`config.mk`:
```
export PLATFORM = sky130hd
export DESIGN_NAME = multicycle_control_unit
export DESIGN_NICKNAME = d
export VERILOG_FILES = /design/src/rtl/multicycle_control_unit.sv
export SDC_FILE = /design/constraint.sdc
export NUM_CORES = 1
export LEC_CHECK = 0
export ABC_CLOCK_PERIOD_IN_PS = 2400
export CAP_MARGIN = 5
export CORE_MARGIN = 3
export CORE_UTILIZATION = 40
export DETAILED_ROUTE_END_ITERATION = 10
export DONT_BUFFER_PORTS = 1
export GPL_TIMING_DRIVEN = 0
export SLEW_MARGIN = 15
export SYNTH_ARGS = -nofsm -noshare
export SYNTH_HDL_FRONTEND = slang
export SYNTH_SLANG_ARGS = --single-unit
```
`constraint.sdc`:
```
create_clock -name Clock -period 2.4 [get_ports Clock]
set_input_delay 0.48 -clock Clock [delete_from_list [all_inputs] [get_ports Clock]]
set_output_delay 0.48 -clock Clock [all_outputs]
set_load 0.03 [all_outputs]
```
`src/rtl/multicycle_control_unit.sv`:
```
// multicycle_control_unit: FETCH/DECODE/EXEC/MEM/WB control FSM with memory wait, timeout and retire counter
module multicycle_control_unit #(
   parameter int OPCODE_W    = 3,
   parameter int COUNT_W     = 16,
   parameter int MEM_TIMEOUT = 15
) (
   input  logic                Clock,
   input  logic                Reset,
   input  logic [OPCODE_W-1:0] OPCODE,
   input  logic                Zero,
   input  logic                MemReady,
   output logic                IRWrite,
   output logic                IorD,
   output logic                MemRead,
   output logic                MemWrite,
   output logic                PCWrite,
   output logic                PCSrc,
   output logic                RegDst,
   output logic                RegWrite,
   output logic                MemToReg,
   output logic                ALUSrc,
   output logic [1:0]          ALUOp,
   output logic                Illegal,
   output logic                MemError,
   output logic [COUNT_W-1:0]  InstrCount
);
   localparam int WAIT_W = $clog2(MEM_TIMEOUT + 1);
   localparam logic [2:0] INIT = 3'd0, FETCH = 3'd1, DECODE = 3'd2, EXEC = 3'd3, MEM = 3'd4, WB = 3'd5;
   logic [2:0] state, nextState, opReg;
   logic [WAIT_W-1:0] waitCnt;
   logic isR, isImm, isLw, isSw, isBne, badOp, memState, timeout, retire;
   assign isR = opReg == 3'd0;
   assign isImm = opReg inside {3'd1, 3'd2, 3'd3, 3'd4};
   assign isLw = opReg == 3'd5;
   assign isSw = opReg == 3'd6;
   assign isBne = opReg == 3'd7;
   assign badOp = (OPCODE >> 3) != '0;
   assign memState = state == FETCH || state == MEM;
   assign timeout = memState && !MemReady && waitCnt == WAIT_W'(MEM_TIMEOUT);
   assign retire = state == WB || (state == EXEC && isBne) || (state == MEM && MemReady && isSw);
   assign Illegal = state == DECODE && badOp;
   assign MemError = timeout;
   // next-state sequencing; a memory timeout falls back to FETCH without retiring
   always_comb begin
      nextState = INIT;
      case (state)
         INIT:    nextState = FETCH;
         FETCH:   nextState = MemReady ? DECODE : FETCH;
         DECODE:  nextState = badOp ? FETCH : EXEC;
         EXEC:    nextState = isBne ? FETCH : (isLw || isSw) ? MEM : WB;
         MEM:     nextState = MemReady ? (isLw ? WB : FETCH) : timeout ? FETCH : MEM;
         WB:      nextState = FETCH;
         default: nextState = INIT;
      endcase
   end
   // datapath controls decoded from state and latched opcode; PCWrite also sees MemReady/Zero
   always_comb begin
      {IRWrite, IorD, MemRead, MemWrite, PCWrite, PCSrc, RegDst, RegWrite, MemToReg, ALUSrc, ALUOp} = '0;
      case (state)
         FETCH: begin
            IRWrite = 1'b1;
            MemRead = 1'b1;
            PCWrite = MemReady;
         end
         EXEC: begin
            ALUSrc = !(isR || isBne);
            ALUOp = isR ? 2'b10 : isImm ? 2'b11 : isBne ? 2'b01 : 2'b00;
            PCSrc = isBne;
            PCWrite = isBne && !Zero;
         end
         MEM: begin
            IorD = 1'b1;
            MemRead = isLw;
            MemWrite = isSw;
            ALUSrc = 1'b1;
         end
         WB: begin
            RegWrite = 1'b1;
            RegDst = isR;
            MemToReg = isLw;
         end
         default: ;
      endcase
   end
   // state, opcode latch, memory wait counter and retired-instruction counter
   always_ff @(posedge Clock or posedge Reset) begin
      if (Reset) begin
         state <= INIT;
         opReg <= '0;
         waitCnt <= '0;
         InstrCount <= '0;
      end else begin
         state <= nextState;
         if (state == DECODE) opReg <= OPCODE[2:0];
         waitCnt <= (memState && !MemReady && !timeout) ? waitCnt + 1'b1 : '0;
         if (retire) InstrCount <= InstrCount + 1'b1;
      end
   end
endmodule

```
==> impl_metrics.yaml <==
run_status:
  status: "complete, no violations"
grt:
  antenna_found_initial: 0
  gr-total-overflow: 0
  grt_pass1_vias: 923
  track_usage: 0.133
  grt_max_degree: 27
  grt_pass1_wl_mm: 4.45
sta:
  final.setup_skew_ns: 0.0104
  fin_hold_ws_ns: 0.248
  final.min_clock_period_ns: 2.33
  drv_slew: 0
  worstMarginPinSlew_ns: 0.952
  hold_viol_final: 0
  period_share: 0.971
  rsz0062_at_grt: "yes"
  setup_violations: 0
  relSlewSlack: 0.365
  max_freq_mhz: 429
clock_tree:
  cts_hold_buf: 0
  clkTransAtPathRegs_ns: 0.14
  postCtsSetupBuffers: 0
  clock_latency_ns: 0.32
  numCtsBuffers: 3
  htree_levels: 1
  cts_tree: "done"
  cts.path.max_buffers: 2
  cts.sinks: 26
  clock-root-buffer: "clkbuf_4"
  cts_resized: 3
power:
  netSwitchingFraction: 0.459
  p_sw_uw: 813
  cell_internal_pwr_uw: 958
  clockPowerShare: 0.167
  comb_power_share: 0.395
  p_leak_uw: 0.000621
  seqPwrFrac: 0.438
  irDropWorstVdd_mv: 0.592
  power_density_nw_per_um2: 1200
detailed_routing:
  vias_per_cell: 5.24
  vias: 954
  ant_nets: 0
  wl_mm: 2.53
  drc_errors: 0
  initialDrtViolationCount: 79
  dr.pass1.iters: 4
  post_drt_wl_per_cell_um: 13.9
placed_design:
  globalplace.congestion: 0.777
  io_buffers: 0
  place_area_um2: 1410
  place.detailed.hpwl_mm: 1.93
hold_path:
  min-delay-path-class: "primary input to async pin"
synth:
  syn_nets: 143
  synth_top_family_by_area: "simple AND/OR/NAND/NOR gates"
  synth_adder_area_share: 0.0185
  synth_area_leaders: "dfrtp_1, xnor2_1, nor2_1, nand3_1, mux2_2"
  synth_top_area_share: 0.481
  synth-simple-area-share: 0.238
  syn_inst: 134
  synth_compound_area_frac: 0.0824
  yosysUniqueCellTypes: 34
  syn_avg_cell_area_um2: 10.1
  muxShareOfSynthArea: 0.0407
  yosysSeqAreaShare: 0.481
  syn_area_um2: 1350
  ys_ff_latch: 26
  yosysTopAreaCell: "dfrtp_1"
  ys_warn_count: 0
  yosys.area_share.xor_xnor: 0.110
final_layout:
  antenna_cells: 0
  final_common_cell: "dfrtp_1"
  fin_area_um2: 1480
  syn2layout_area_growth_pct: 9.17
  nets: 148
  drive_gt1_frac: 0.152
  layout_common_cells: "dfrtp_1, xnor2_1, nor2_1"
floorplan:
  die_h_um: 64.1
  rows: 20
  die_area_um2: 4110
  io-pin-count: 37
  core-area_um2: 3130
  die_w_um: 64.1
  start_util: 0.432
flow_run:
  maxCapViolCount: 0
setup_path:
  worstPathRequired_ns: 1.92
  r2r-start: "state[2]"
  start_kind: "register"
  ff2ff_setup_slack_ns: 0.55
  crit_fanout: 7
  r2r_end: "InstrCount[14]"
  crit_path_end_kind: "output pin"
  r2r_cells: 5
  cp-startpoint: "state[0]"
  path_class: "register to output pin"
  cp.arrival_ns: 1.85
==> metrics by stage <==
step / power (uW) / util / instances / setup TNS [ns] / worst slack (ns)
3_5_place_dp: 1470 / 0.450 / 178 / 0 / 0.244
6_report: 1770 / 0.472 / 182 / 0 / 0.0705
2_1_floorplan: 1350 / - / 134 / 0 / 0.402
3_3_place_gp: 1450 / 0.450 / 178 / 0 / 0.250
4_1_cts: 1770 / 0.468 / 182 / 0 / 0.0260
5_1_grt: 1900 / 0.472 / 182 / -0.00856 / -0.00856
==> synthesized netlist by cell type, drive strengths merged <==
| master | count |
|---|---|
| dfrtp | 26 |
| nor2 | 16 |
| xnor2 | 15 |
| nand2 | 12 |
| nand3 | 10 |
| nand4 | 7 |
| inv | 6 |
| nor2b | 5 |
| and3 | 4 |
| mux2 | 4 |
| nand2b | 4 |
| a21oi | 2 |
| buf | 2 |
| ha | 2 |
| o21a | 2 |
| o32ai | 2 |
| xor2 | 2 |
| a211o | 1 |
| a221oi | 1 |
| a31oi | 1 |
| and2 | 1 |
| conb | 1 |
| mux2i | 1 |
| nand3b | 1 |
| nor3b | 1 |
| o21ai | 1 |
| o21bai | 1 |
| o22ai | 1 |
| or2 | 1 |
| or3 | 1 |
==> critical path: stages (launching register included) <==
cell	delay, ns
dfrtp_1	0.47
nand2b_1	0.20
or2_2	0.33
o21bai_1	0.53
==> cell families after synthesis <==
group,after synthesis
mux,5
buf+inv,8
compound gates,12
fa+ha+maj,2
xor+xnor,17
other cells,1
flops,26
simple gates,63
==> metal layers <==
layer,vias to the layer above,part of all wire,global-route usage
li1,468,-,-
met1,457,0.45,0.172
met2,27,0.46,0.210
met3,2,0.080,0.0404
met4,0,0.0059,0.0475
met5,-,0,0
==> registers in the layout, indices dropped and copies added (netlist names) <==
name	count
InstrCount	16
opReg	3
state	3
waitCnt	4
==> how the worst max path moves through the flow <==
stage	slack [ns]	cells after the start	to
finish	0.07	3	MemRead
global route	-0.009	3	ALUSrc
CTS	0.03	4	MemError
detailed placement	0.24	3	ALUOp[0]
global placement	0.25	3	ALUOp[0]
floorplan	0.40	3	ALUOp[0]
==> final cells by class <==
| class | count | area (um^2) |
|---|---|---|
| buffer | 2 | 12.5 |
| clock buffer | 3 | 22.5 |
| clock inverter | 1 | 30.0 |
| fill | 311 | 1650 |
| inverter | 6 | 26.3 |
| multi-input combinational | 100 | 678 |
| sequential | 26 | 651 |
| tap | 44 | 55.1 |
==> power by group through the flow <==
stage	Clock, uW	Sequential [uW]	Combinational, uW
after floorplan	0	748	598
after global placement	0	780	672
after detailed placement	0	784	682
after CTS	305	775	692
after global routing	326	808	769
final	296	776	699
No activity file was read; power rests on OpenSTA's default activity.
